==> config.mk <==
export PLATFORM = sky130hd
export DESIGN_NAME = wb_arbiter
export DESIGN_NICKNAME = d
export VERILOG_FILES = /design/src/rtl/wb_arbiter.sv
export SDC_FILE = /design/constraint.sdc
export NUM_CORES = 1
export LEC_CHECK = 0
export BUFFER_PORTS_ARGS = -buffer_cell sky130_fd_sc_hd__buf_2
export CORE_AREA = 3 3 144 146
export CTS_CLUSTER_DIAMETER = 150
export DETAILED_ROUTE_END_ITERATION = 16
export DIE_AREA = 0 0 147 149
export GPL_ROUTABILITY_DRIVEN = 0
export PLACE_DENSITY = 0.68
export SYNTH_ARGS = -nofsm -noshare
export SYNTH_HDL_FRONTEND = slang
export SYNTH_SLANG_ARGS = --single-unit
==> constraint.sdc <==
create_clock -name i_clk -period 22.3 [get_ports i_clk]
set_clock_uncertainty 0.2 [all_clocks]
set_input_delay 6.69 -clock i_clk [delete_from_list [all_inputs] [get_ports i_clk]]
set_output_delay 6.69 -clock i_clk [all_outputs]
set_load 0.03 [all_outputs]
==> src/rtl/wb_arbiter.sv <==
// wb_arbiter: buffered round-robin writeback into the register file.
// One holding slot per producer and one registered write per cycle.
module wb_arbiter #(
  parameter int DATA_W  = 32,
  parameter int NUM_SRC = 4,
  parameter int ADDR_W  = 5
) (
  input  logic                      i_clk,
  input  logic                      i_rst,
  input  logic                      i_flush,
  input  logic [NUM_SRC-1:0]        i_src_valid,
  output logic [NUM_SRC-1:0]        o_src_ready,
  input  logic [NUM_SRC*ADDR_W-1:0] i_src_rd,
  input  logic [NUM_SRC*DATA_W-1:0] i_src_data,
  output logic                      o_rd_wren,
  output logic [ADDR_W-1:0]         o_rd_addr,
  output logic [DATA_W-1:0]         o_rd_data,
  output logic                      o_idle
);

  localparam int PTR_W = $clog2(NUM_SRC);

  logic [NUM_SRC-1:0] slot_valid_q, slot_valid_d;
  logic [ADDR_W-1:0]  slot_rd_q   [NUM_SRC];
  logic [ADDR_W-1:0]  slot_rd_d   [NUM_SRC];
  logic [DATA_W-1:0]  slot_data_q [NUM_SRC];
  logic [DATA_W-1:0]  slot_data_d [NUM_SRC];
  logic [PTR_W-1:0]   rr_ptr_q, rr_ptr_d;

  logic               rd_wren_q, rd_wren_d;
  logic [ADDR_W-1:0]  rd_addr_q, rd_addr_d;
  logic [DATA_W-1:0]  rd_data_q, rd_data_d;

  logic [NUM_SRC-1:0] grant;
  logic [NUM_SRC-1:0] capture;
  logic               gnt_any;
  logic [PTR_W-1:0]   gnt_idx;
  logic [PTR_W:0]     scan_sum;
  logic [PTR_W-1:0]   scan_idx;

  // Round-robin search: first valid slot at or above rr_ptr, wrapping.
  always_comb begin
    grant    = '0;
    gnt_any  = 1'b0;
    gnt_idx  = '0;
    scan_sum = '0;
    scan_idx = '0;
    for (int i = 0; i < NUM_SRC; i++) begin
      scan_sum = {1'b0, rr_ptr_q} + (PTR_W+1)'(i);
      if (scan_sum >= (PTR_W+1)'(NUM_SRC))
        scan_sum = scan_sum - (PTR_W+1)'(NUM_SRC);
      scan_idx = scan_sum[PTR_W-1:0];
      if (!gnt_any && slot_valid_q[scan_idx]) begin
        gnt_any = 1'b1;
        gnt_idx = scan_idx;
      end
    end
    if (gnt_any)
      grant[gnt_idx] = 1'b1;
  end

  // Ready comes from state only, so producers never see a loop.
  assign o_src_ready = ~slot_valid_q | grant;
  assign capture     = i_src_valid & o_src_ready & {NUM_SRC{~i_flush}};
  assign o_idle      = ~|slot_valid_q;

  // Slot update: drain on grant, refill on capture, flush drops all.
  always_comb begin
    slot_valid_d = slot_valid_q;
    slot_rd_d    = slot_rd_q;
    slot_data_d  = slot_data_q;
    for (int k = 0; k < NUM_SRC; k++) begin
      if (grant[k])
        slot_valid_d[k] = 1'b0;
      if (capture[k]) begin
        slot_valid_d[k] = 1'b1;
        slot_rd_d[k]    = i_src_rd[k*ADDR_W +: ADDR_W];
        slot_data_d[k]  = i_src_data[k*DATA_W +: DATA_W];
      end
    end
    if (i_flush)
      slot_valid_d = '0;
  end

  // Pointer advance past the winner; x0 results consume a slot silently.
  always_comb begin
    rr_ptr_d = rr_ptr_q;
    if (gnt_any)
      rr_ptr_d = (gnt_idx == PTR_W'(NUM_SRC-1)) ? '0
                                                 : gnt_idx + PTR_W'(1);
    rd_wren_d = gnt_any && (slot_rd_q[gnt_idx] != '0);
    rd_addr_d = rd_wren_d ? slot_rd_q[gnt_idx]   : '0;
    rd_data_d = rd_wren_d ? slot_data_q[gnt_idx] : '0;
  end

  // State registers; reset discards slots and any pending write.
  always_ff @(posedge i_clk or posedge i_rst) begin
    if (i_rst) begin
      slot_valid_q <= '0;
      rr_ptr_q     <= '0;
      rd_wren_q    <= 1'b0;
      rd_addr_q    <= '0;
      rd_data_q    <= '0;
      for (int k = 0; k < NUM_SRC; k++) begin
        slot_rd_q[k]   <= '0;
        slot_data_q[k] <= '0;
      end
    end else begin
      slot_valid_q <= slot_valid_d;
      slot_rd_q    <= slot_rd_d;
      slot_data_q  <= slot_data_d;
      rr_ptr_q     <= rr_ptr_d;
      rd_wren_q    <= rd_wren_d;
      rd_addr_q    <= rd_addr_d;
      rd_data_q    <= rd_data_d;
    end
  end

  assign o_rd_wren = rd_wren_q;
  assign o_rd_addr = rd_addr_q;
  assign o_rd_data = rd_data_q;

endmodule

==> summary.md <==
| Metric | Value |
|---|---|
| Outcome | `finished, final reports clean` |
| Clk pwr share | `0.255` |
| Final setup viols | `0` |
| Clk slew on worst S/H paths | `0.07 ns` |
| Die span in x | `147 um` |
| Hold Vio Cnt, Final | `0` |
| Commonest non-fill, non-tap cell in the layout | `buf_2` |
| Part of the Yosys area used for sequential elements | `0.5713` |
| CTS H-Tree Depth | `4` |
| Yosys warning total | `0` |
| Rows | `51` |
| Layout fillers | `1737` |
| First-pass GRT wire length | `34960 um` |
| Period utilisation layout | `0.4545` |
| Post-synthesis cell type count | `26` |
| Net Count, Synth | `833` |
| CTS max path bufs | `2` |
| Crit Path Class | `reg -> out` |
| Tmin final | `10.13 ns` |
| Power per Cell Area | `between 100 and 150 mW/mm2` |
| Initial antenna violation count | `4` |
| Die Y | `between 100 and 150 um` |
| Number of max-cap violations | `0` |
| TritonCTS buffer count | `17` |
| Vias in the first global route | `6152` |
| Drt initial violations | `318` |
| Vias per cell | `5.382` |
| Hold crit path type | `reg -> reg` |
| Mapped Cells | `674` |
| Detailed placer's ending HPWL | `about 15000 um` |
| Multi-input combinational cell area | `approximately 0.0034 mm2` |
| Crit end category | `output port` |
| Nets | `roughly 1k` |
| Combinational share of power | `0.334` |
| TNS Setup | `0 ns` |
| Root Buffer | `clkbuf_16` |
| Switching portion of total power | `0.3547` |
| Layout cells sized above 1 | `0.4959` |
| Mean Syn Cell Area | `12.48 um2` |
| I/O Pins | `around 200` |
| Final ANT Viol Nets | `0` |
| Post-CTS Resized | `0` |
| Most frequent cells in the layout | `buf_2 (197), dfrtp_1 (192), mux2_2 (180), nand3_1 (84), o21ai_0 (41)` |
| Slew Viols, Final | `0` |
| Critical path startpoint category | `flip-flop` |
| Synth-to-Final Area Change | `22.03%` |
| Die ar. | `about 0.022 mm2` |
| Worst-path maximum fanout | `between 40 and 50` |
| Maximum vdd drop | `0.00005987 V` |
| Crit path required time | `15.41 ns` |
| Reg power frac | `0.411` |
| P_int | `just under 0.0008 W` |
| CTS tree | `yes` |
| Post-Syn Area | `roughly 0.0084 mm2` |
| Yosys reg bits | `roughly 190` |
| Total number of vias | `6066` |
| P_leak | `~4.6 nW` |
| Core Footprint | `0.01953 mm2` |
| Routed WL | `22410 um` |
| Pre-CTS WS | `12.59 ns` |
| FMAX | `98.67 MHz` |
| Later-pin clock latency in the skew report | `0.44 ns` |
| Worst reg2reg setup slack | `~18 ns` |
| Worst Setup Slack, final | `12.17 ns` |
| IO buf count | `197` |
| Clock sinks | `192` |
| Initial core utilization | `0.4307` |
| Psw | `0.0004311 W` |
| Post-CTS setup buffer count | `0` |
| Relative slew slack | `0.2927` |
| Wire per inst | `19.89 um` |
| Actual slew at the worst max-slew pin | `approximately 1.1 ns` |
| Total global-route track usage | `0.2066` |
| DR pass1 iterations | `5` |
| CP arrival | `3.24 ns` |
| RSZ-0062 raised after global routing | `false` |
| Total global routing overflow | `0` |
| Hold_buf cts | `0` |
| DRC errors left | `0` |
| Fin Hold WS | `0.3005 ns` |
| FF/Latch Area | `0.004805 mm2` |
| Largest net degree at the start of global routing | `126` |
[worst paths after layout]
kind / start / end / depth (start not counted)
setup / recovery: rr_ptr_q[0]$_DFFE_PP0P_ / o_src_ready[1] / 9
hold / removal: slot_data_q[87]$_DFFE_PP0P_ / slot_data_q[87]$_DFFE_PP0P_ / 1
setup reg to reg: rr_ptr_q[0]$_DFFE_PP0P_ / slot_data_q[89]$_DFFE_PP0P_ / 10
hold reg to reg: slot_data_q[87]$_DFFE_PP0P_ / slot_data_q[87]$_DFFE_PP0P_ / 1
max in group asynchronous: i_rst / o_rd_data[12]$_DFF_PP0_ / 3
min in group asynchronous: i_rst / slot_data_q[35]$_DFFE_PP0P_ / 2
[per-stage QoR]
step | total power, W | area, um2 | utilization | cells
6_report | 0.001215 | 10260 | 0.5256 | 1127
5_1_grt | 0.001280 | 10260 | 0.5256 | 1127
4_1_cts | 0.001222 | 10260 | 0.5255 | 1126
3_5_place_dp | 0.0009100 | 9669 | 0.4952 | 1095
3_3_place_gp | 0.0009021 | 9669 | 0.4952 | 1095
2_1_floorplan | 0.0007783 | 8411 | - | 674
[critical path, stage by stage (launching register included)]
cell      delay (ns)
dfrtp_1         0.40
nand2b_1        0.22
a21oi_4         0.80
nor2_1          0.24
inv_1           0.14
buf_4           0.45
ha_1            0.24
nor2_1          0.07
inv_1           0.06
buf_2           0.19
[cell usage after synthesis]
cell,number,area share
inv_1,10,0.0045
nor2b_1,2,0.0015
o21ai_0,41,0.024
clkbuf_1,47,0.021
a222oi_1,1,0.0012
buf_1,4,0.0018
ha_1,4,0.0060
nand2b_1,3,0.0022
nand2_1,4,0.0018
o211a_1,2,0.0024
and2_1,1,0.00074
a21oi_1,34,0.020
o211ai_1,33,0.029
nand3_1,84,0.050
or4_1,1,0.00089
and3_1,5,0.0037
o21a_1,1,0.00089
a22oi_1,1,0.00089
nor3b_1,4,0.0036
dfrtp_1,192,0.57
o21ai_1,1,0.00059
mux2_2,180,0.24
a21o_1,1,0.00089
nor2_1,14,0.0062
nor3_2,1,0.0012
buf_2,3,0.0018
[power groups by stage]
stage / sequential (W) / combinational [W] / clock, W
finish: 0.000499 / 0.000406 / 0.000310
global route: 0.000509 / 0.000440 / 0.000331
CTS: 0.000499 / 0.000408 / 0.000316
detailed placement: 0.000504 / 0.000406 / 0
global placement: 0.000503 / 0.000399 / 0
floorplan: 0.000553 / 0.000225 / 0
[cell type report]
cell class	instances	area share
flip-flops and latches	192	0.4681
multi-input cells	418	0.3317
repair buffers	210	0.1056
clock buffers	19	0.04218
well taps	265	0.03231
clock inverters	12	0.01548
inverters	10	0.004389
diodes	1	0.0002438
[registers in the layout (all words and copies together), names as in the netlist]
| name | cells |
|---|---|
| slot_data_q | 128 |
| o_rd_addr | 5 |
| rr_ptr_q | 2 |
| slot_rd_q | 20 |
| o_rd_data | 32 |
| o_rd_wren | 1 |
| slot_valid_q | 4 |
[kinds of logic after synthesis]
group / synth area share
flops: 0.5713
buf+inv: 0.02901
mux: 0.2410
compound gates: 0.08093
simple gates: 0.07185
fa+ha+maj: 0.005951
[per-layer routing]
layer / vias to the layer above / share of wire / GRT usage
li1: 2784 / - / -
met1: 3049 / 0.46 / 0.2950
met2: 201 / 0.46 / 0.3190
met3: 26 / 0.060 / 0.05226
met4: 6 / 0.014 / 0.05219
met5: - / 0.0016 / 0
Power figures use the tool's default switching activity.
